--- config.mk ---
export PLATFORM = sky130hd
export DESIGN_NAME = qdiv_norm_sequencer
export DESIGN_NICKNAME = d
export VERILOG_FILES = /design/src/rtl/qdiv_pkg.sv /design/src/rtl/qdiv_norm_sequencer.sv
export SDC_FILE = /design/constraint.sdc
export NUM_CORES = 1
export LEC_CHECK = 0
export ABC_AREA = 1
export CAP_MARGIN = 0
export CORE_MARGIN = 2
export CORE_UTILIZATION = 41
export DETAILED_ROUTE_END_ITERATION = 7
export GPL_TIMING_DRIVEN = 0
export PLACE_DENSITY = 0.76
export SLEW_MARGIN = 15
export SYNTH_ARGS = -nofsm -noshare
export SYNTH_HDL_FRONTEND = slang
export SYNTH_SLANG_ARGS = --single-unit
--- constraint.sdc ---
create_clock -name i_clk -period 3.6 [get_ports i_clk]
set_clock_uncertainty 0.1 [all_clocks]
set_input_delay 0.36 -clock i_clk [delete_from_list [all_inputs] [get_ports i_clk]]
set_output_delay 0.36 -clock i_clk [all_outputs]
set_load 0.05 [all_outputs]
--- src/rtl/qdiv_pkg.sv ---
// Shared definitions for the Q-format divider and its normalisation sequencer.
package qdiv_pkg;

    localparam int QDIV_N = 32;
    localparam int QDIV_Q = 15;

    // Symmetric saturation: the negative limit is -(2^(N-1)-1), not the most negative code.
    localparam logic [QDIV_N-1:0] SAT_POS = {1'b0, {(QDIV_N-1){1'b1}}};
    localparam logic [QDIV_N-1:0] SAT_NEG = {1'b1, {(QDIV_N-2){1'b0}}, 1'b1};

    typedef enum logic [2:0] {
        IDLE      = 3'd0,
        ISSUE     = 3'd1,
        WAIT_ACK  = 3'd2,
        WAIT_DONE = 3'd3,
        OUT       = 3'd4
    } state_t;

endpackage

--- src/rtl/qdiv_norm_sequencer.sv ---
// Feeds a stream of ELEMS dividends through one qdiv against a common divisor and emits saturated results.
// One element in flight; output held under i_out_ready=0; divide-by-zero bypasses the divider.
module qdiv_norm_sequencer
    import qdiv_pkg::*;
#(
    parameter int N     = QDIV_N,
    parameter int Q     = QDIV_Q,
    parameter int ELEMS = 10
) (
    input  logic         i_clk,
    input  logic         i_rst_n,
    input  logic [N-1:0] i_divisor,
    input  logic         i_divisor_load,
    input  logic [N-1:0] i_in_data,
    input  logic         i_in_valid,
    output logic         o_in_ready,
    output logic [N-1:0] o_div_dividend,
    output logic [N-1:0] o_div_divisor,
    output logic         o_div_start,
    input  logic [N-1:0] i_div_quotient,
    input  logic         i_div_complete,
    input  logic         i_div_overflow,
    output logic [N-1:0] o_out_data,
    output logic         o_out_valid,
    input  logic         i_out_ready,
    output logic         o_out_last,
    output logic         o_busy,
    output logic         o_div_by_zero
);

    localparam int CW = (ELEMS > 1) ? $clog2(ELEMS) : 1;
    localparam logic [CW-1:0] LAST_IDX = CW'(ELEMS - 1);
    localparam logic [N-1:0] SAT_P = (N == QDIV_N) ? N'(SAT_POS) : {1'b0, {(N-1){1'b1}}};
    localparam logic [N-1:0] SAT_N = (N == QDIV_N) ? N'(SAT_NEG) : {1'b1, {(N-2){1'b0}}, 1'b1};

    // The fractional position only matters to the divider; it must still leave an integer bit.
    if (Q >= N) begin : g_q_out_of_range
    end

    state_t        state_q;
    logic [CW-1:0] count_q;
    logic [N-1:0]  divisor_q;
    logic [N-1:0]  dividend_q;
    logic          sign_q;
    logic [N-1:0]  result_q;
    logic          in_ready_q;
    logic          start_q;
    logic          out_valid_q;
    logic          out_last_q;
    logic          busy_q;
    logic          dbz_q;

    always_ff @(posedge i_clk or negedge i_rst_n) begin
        if (!i_rst_n) begin
            state_q     <= IDLE;
            count_q     <= '0;
            divisor_q   <= '0;
            dividend_q  <= '0;
            sign_q      <= 1'b0;
            result_q    <= '0;
            in_ready_q  <= 1'b1;
            start_q     <= 1'b0;
            out_valid_q <= 1'b0;
            out_last_q  <= 1'b0;
            busy_q      <= 1'b0;
            dbz_q       <= 1'b0;
        end else begin
            case (state_q)
                IDLE: begin
                    if (i_divisor_load) begin
                        divisor_q <= i_divisor;
                        dbz_q     <= 1'b0;
                    end else if (i_in_valid) begin
                        dividend_q <= i_in_data;
                        sign_q     <= i_in_data[N-1] ^ divisor_q[N-1];
                        in_ready_q <= 1'b0;
                        busy_q     <= 1'b1;
                        if (divisor_q == '0) begin
                            if (i_in_data == '0) begin
                                result_q <= '0;
                            end else begin
                                result_q <= (i_in_data[N-1] ^ divisor_q[N-1]) ? SAT_N : SAT_P;
                            end
                            dbz_q       <= 1'b1;
                            out_valid_q <= 1'b1;
                            out_last_q  <= (count_q == LAST_IDX);
                            state_q     <= OUT;
                        end else begin
                            start_q <= 1'b1;
                            state_q <= ISSUE;
                        end
                    end
                end
                ISSUE: begin
                    start_q <= 1'b0;
                    state_q <= WAIT_ACK;
                end
                // complete dropping is the divider's acknowledgement of our start.
                WAIT_ACK: begin
                    if (!i_div_complete) begin
                        state_q <= WAIT_DONE;
                    end
                end
                WAIT_DONE: begin
                    if (i_div_complete) begin
                        result_q    <= i_div_overflow ? (sign_q ? SAT_N : SAT_P) : i_div_quotient;
                        out_valid_q <= 1'b1;
                        out_last_q  <= (count_q == LAST_IDX);
                        state_q     <= OUT;
                    end
                end
                OUT: begin
                    if (i_out_ready) begin
                        out_valid_q <= 1'b0;
                        out_last_q  <= 1'b0;
                        count_q     <= (count_q == LAST_IDX) ? '0 : count_q + 1'b1;
                        in_ready_q  <= 1'b1;
                        busy_q      <= 1'b0;
                        state_q     <= IDLE;
                    end
                end
                default: begin
                    state_q <= IDLE;
                end
            endcase
        end
    end

    assign o_in_ready     = in_ready_q;
    assign o_div_dividend = dividend_q;
    assign o_div_divisor  = divisor_q;
    assign o_div_start    = start_q;
    assign o_out_data     = result_q;
    assign o_out_valid    = out_valid_q;
    assign o_out_last     = out_last_q;
    assign o_busy         = busy_q;
    assign o_div_by_zero  = dbz_q;

endmodule

==> parameters.txt <==
Parameter                              Value

Placement
  Final GP Congestion    0.819
  Number of port buffers    204
  DPL Wire Length    roughly 11000 µm
  Standard cell area after detailed placement    7440 µm²

Power and ir drop
  Power density of the placed cells    1050 nW/µm²
  Maximum resistive drop on vdd    about 0.53 mV
  Leak Pwr    0.00377 µW
  Net switching fraction of the power    48.9%
  Reg power frac    27.3%
  Psw    3990 µW
  Cell Int Power    4160 µW
  Combinational share of power    58.7%
  Clock power share    between 10 and 15%

Global route
  Wire length of the first global-routing pass    between 20000 and 25000 µm
  Initial antenna violation count    0
  Number of global-route vias before repair    4754
  Global-route total usage across every layer    21.3%
  Pin count of the biggest net entering global routing    between 60 and 70
  Remaining global-route overflow    0

Routing
  Wire length reported by the detailed router    14000 µm
  First-pass detailed-route iteration total    4
  Via count normalized by instance count    4.67
  ANT nets after route    0
  Number of design-rule violations left by the first detailed-router iteration    206
  Post-detailed-route DRC marker count    0
  Routed wire per std cell    13.7 µm
  Total vias in the final route    4771

STA
  Final period demand of the worst path    2.13 ns
  Unrepaired setup endpoints after global routing    false
  Max-Slew Margin vs Limit    62.1%
  Accumulated negative setup slack    0 ns
  Transition time at the pin with the least slew margin    approximately 0.57 ns
  Highest achievable clock rate    approximately 0.47 GHz
  Final hold violation count    0
  Hold_ws    0.375 ns
  Fin. max-slew vios    0
  Part of the cycle the worst path needs    59.2%
  Endpoints failing setup    0

Logic synthesis
  Area share of the leading cell type in the synthesized netlist    52.8%
  Library cells used by synthesis    26
  Cell type contributing the most total cell area after synthesis    sky130_fd_sc_hd__dfrtp_1
  Gate count after technology mapping    between 600 and 700
  Top FF cell, synth    sky130_fd_sc_hd__dfrtp_1
  Net Count, Synth    around 730
  Async set-or-reset flop fraction in the synthesized netlist    100%
  Mean Syn Cell Area    just over 8 µm²
  Most used standard cell by instance count after synthesis    sky130_fd_sc_hd__nand2_1
  Number of enable-type register cells in the synthesized netlist    0
  Cell area after synthesis    around 5200 µm²
  Number of storage elements in the synthesis netlist    between 100 and 150
  Leading cell types by total area after synthesis    sky130_fd_sc_hd__dfrtp_1 (53%), sky130_fd_sc_hd__nand2_1 (22%), sky130_fd_sc_hd__mux2_2 (7.0%), sky130_fd_sc_hd__o21ai_0 (3.3%), sky130_fd_sc_hd__nor2_1 (3.3%)
  Most frequent cells after synthesis    sky130_fd_sc_hd__nand2_1 (309), sky130_fd_sc_hd__dfrtp_1 (109), sky130_fd_sc_hd__nor2_1 (45)
  Warnings from Yosys    0
  Sequential fraction of the synthesis area    a little over half

Clock network
  Number of buffers added to fix hold violations after cts    1
  Clock Path Buffers    2
  TritonCTS sink count    110
  Insertion delay to the later sink of the worst-skew pair    0.35 ns
  Total setup buffers inserted after CTS    0
  Number of gates resized after cts    0
  Maximum level of the CTS H-tree    3
  Clock edge transition at the registers on the reported setup and hold paths    0.07 ns
  Inserted Clock Buffers    9
  Clock tree from TritonCTS    yes
  Cell chosen for the clock root    sky130_fd_sc_hd__clkbuf_16

Critical path
  Largest stage delay, worst path    0.79 ns
  Worst path top cell family by delay    buffers and inverters
  Arrival time worst endpoint    ~1.7 ns
  Crit Path Max Fanout    2
  Cell with the largest stage delay on the worst path    sky130_fd_sc_hd__clkdlybuf4s50_1
  Required time at the worst-slack endpoint    3.14 ns
  Cells along the critical path    clkdlybuf4s50_1
  Critical path start-end classification    register to output port
  R2R Setup Slk    1.78 ns
  Number of buffer and inverter instances along the worst setup path    1
  Crit. End Element    output port
  Type of element launching the critical path    register

Floorplan
  Starting Density    42.4%
  Chip width    between 100 and 150 µm
  Chip height    between 100 and 150 µm
  Core area    12200 µm²
  Core Rows    40
  I/O pin count    just over 200
  Overall die area    approximately 14000 µm²

Worst hold path
  Class of the tightest hold or removal check    register to register

Cells and area
  Sequential Area    2750 µm²
  Area of all placed cells without fillers    7800 µm²
  Ratio of cells with drive above 1 in the final layout    10.1%
  NumNets Final    951
  Multi-input gate area    2100 µm²
  Area added between synthesis and finish    51.0%
  # fillers    1048
  Number of antenna diodes    0

Run
  Number of maximum-capacitance constraint violations    0

Run status
  Run status    finished clean
[logic make-up after synthesis]
family                 synth area share [%]
AND/OR/NAND/NOR                        28.9
flip-flops                             53.3
buffers and inverters                  5.94
AO/OA/AOI/OAI                          4.31
multiplexers                           6.98
XOR/XNOR                              0.509
[final cells by class]
type | instances | area share (%)
tap | 168 | 2.70
clock inverter | 7 | 1.51
clock buffer | 9 | 2.89
sequential | 110 | 35.3
multi-input combinational | 452 | 27.0
timing repair buffer | 206 | 26.7
buffer | 28 | 1.96
inverter | 41 | 1.97
[sequential cells by signal (all words and copies together), names as in the netlist]
| name | flops |
|---|---|
| o_div_start | 1 |
| o_out_data | 32 |
| o_out_last | 1 |
| count_q | 4 |
| o_in_ready | 1 |
| sign_q | 1 |
| o_out_valid | 1 |
| state_q | 3 |
| o_div_divisor | 32 |
| o_div_by_zero | 1 |
| o_busy | 1 |
| o_div_dividend | 32 |
[stage by stage]
step	total power (µW)	setup slack [ns]	std cells	util (%)
finish	8160	1.47	1021	64.1
global route	8630	1.41	1021	64.1
CTS	8220	1.46	1021	64.1
detailed placement	7050	1.41	1004	61.2
global placement	6950	-2.10	1003	61.0
floorplan	5410	1.84	631	-
[routing by layer]
layer | vias to the layer above | wire length (µm) | track usage (%)
met5 | - | 0 | 0
met4 | 0 | 340 | 8.41
met3 | 25 | 691 | 3.11
met2 | 165 | 7020 | 37.3
met1 | 2208 | 5940 | 26.8
li1 | 2373 | - | -
[placed cells by master (no fill, tap or decap)]
cell type and count:
sky130_fd_sc_hd__dfrtp_1 109, sky130_fd_sc_hd__nand3_1 3, sky130_fd_sc_hd__a21oi_1 2, sky130_fd_sc_hd__o21ai_2 1
sky130_fd_sc_hd__buf_4 4, sky130_fd_sc_hd__clkdlybuf4s50_1 203, sky130_fd_sc_hd__buf_6 4, sky130_fd_sc_hd__and2_1 1
sky130_fd_sc_hd__buf_1 1, sky130_fd_sc_hd__nor2_2 1, sky130_fd_sc_hd__inv_2 2, sky130_fd_sc_hd__nor3_1 1
sky130_fd_sc_hd__nand2_2 10, sky130_fd_sc_hd__nand4_1 2, sky130_fd_sc_hd__dfstp_2 1, sky130_fd_sc_hd__nor2_1 45
sky130_fd_sc_hd__o21bai_4 1, sky130_fd_sc_hd__dlygate4sd3_1 1, sky130_fd_sc_hd__nand2_1 309, sky130_fd_sc_hd__bufinv_16 3
sky130_fd_sc_hd__clkbuf_16 9, sky130_fd_sc_hd__inv_1 39, sky130_fd_sc_hd__buf_2 8, sky130_fd_sc_hd__o211ai_1 2
sky130_fd_sc_hd__xor2_1 3, sky130_fd_sc_hd__nor2_4 4, sky130_fd_sc_hd__mux2_2 32, sky130_fd_sc_hd__nand2_4 1
sky130_fd_sc_hd__inv_6 2, sky130_fd_sc_hd__buf_16 1, sky130_fd_sc_hd__o21ai_0 34, sky130_fd_sc_hd__clkinv_2 2
sky130_fd_sc_hd__clkbuf_1 12
[power groups by stage]
stage / registers, µW / logic, µW / clock network (µW)
after floorplan: 4070 / 1340 / 0
after global placement: 2200 / 4740 / 0
after detailed placement: 2230 / 4820 / 0
after CTS: 2220 / 4830 / 1160
after global routing: 2300 / 5110 / 1220
final: 2220 / 4790 / 1140
[worst paths after layout]
path	start	end	cells after the start
hold / removal	o_div_dividend[28]$_DFFE_PN0P_	o_div_dividend[28]$_DFFE_PN0P_	2
max in group asynchronous	i_rst_n	o_in_ready$_DFFE_PN1P_	3
hold reg to reg	o_div_dividend[28]$_DFFE_PN0P_	o_div_dividend[28]$_DFFE_PN0P_	2
min in group asynchronous	i_rst_n	o_out_valid$_DFFE_PN0P_	2
setup reg to reg	o_div_divisor[14]$_DFFE_PN0P_	o_out_data[16]$_DFFE_PN0P_	10
setup / recovery	o_in_ready$_DFFE_PN1P_	o_in_ready	1
No activity file was read; power rests on OpenSTA's default activity.
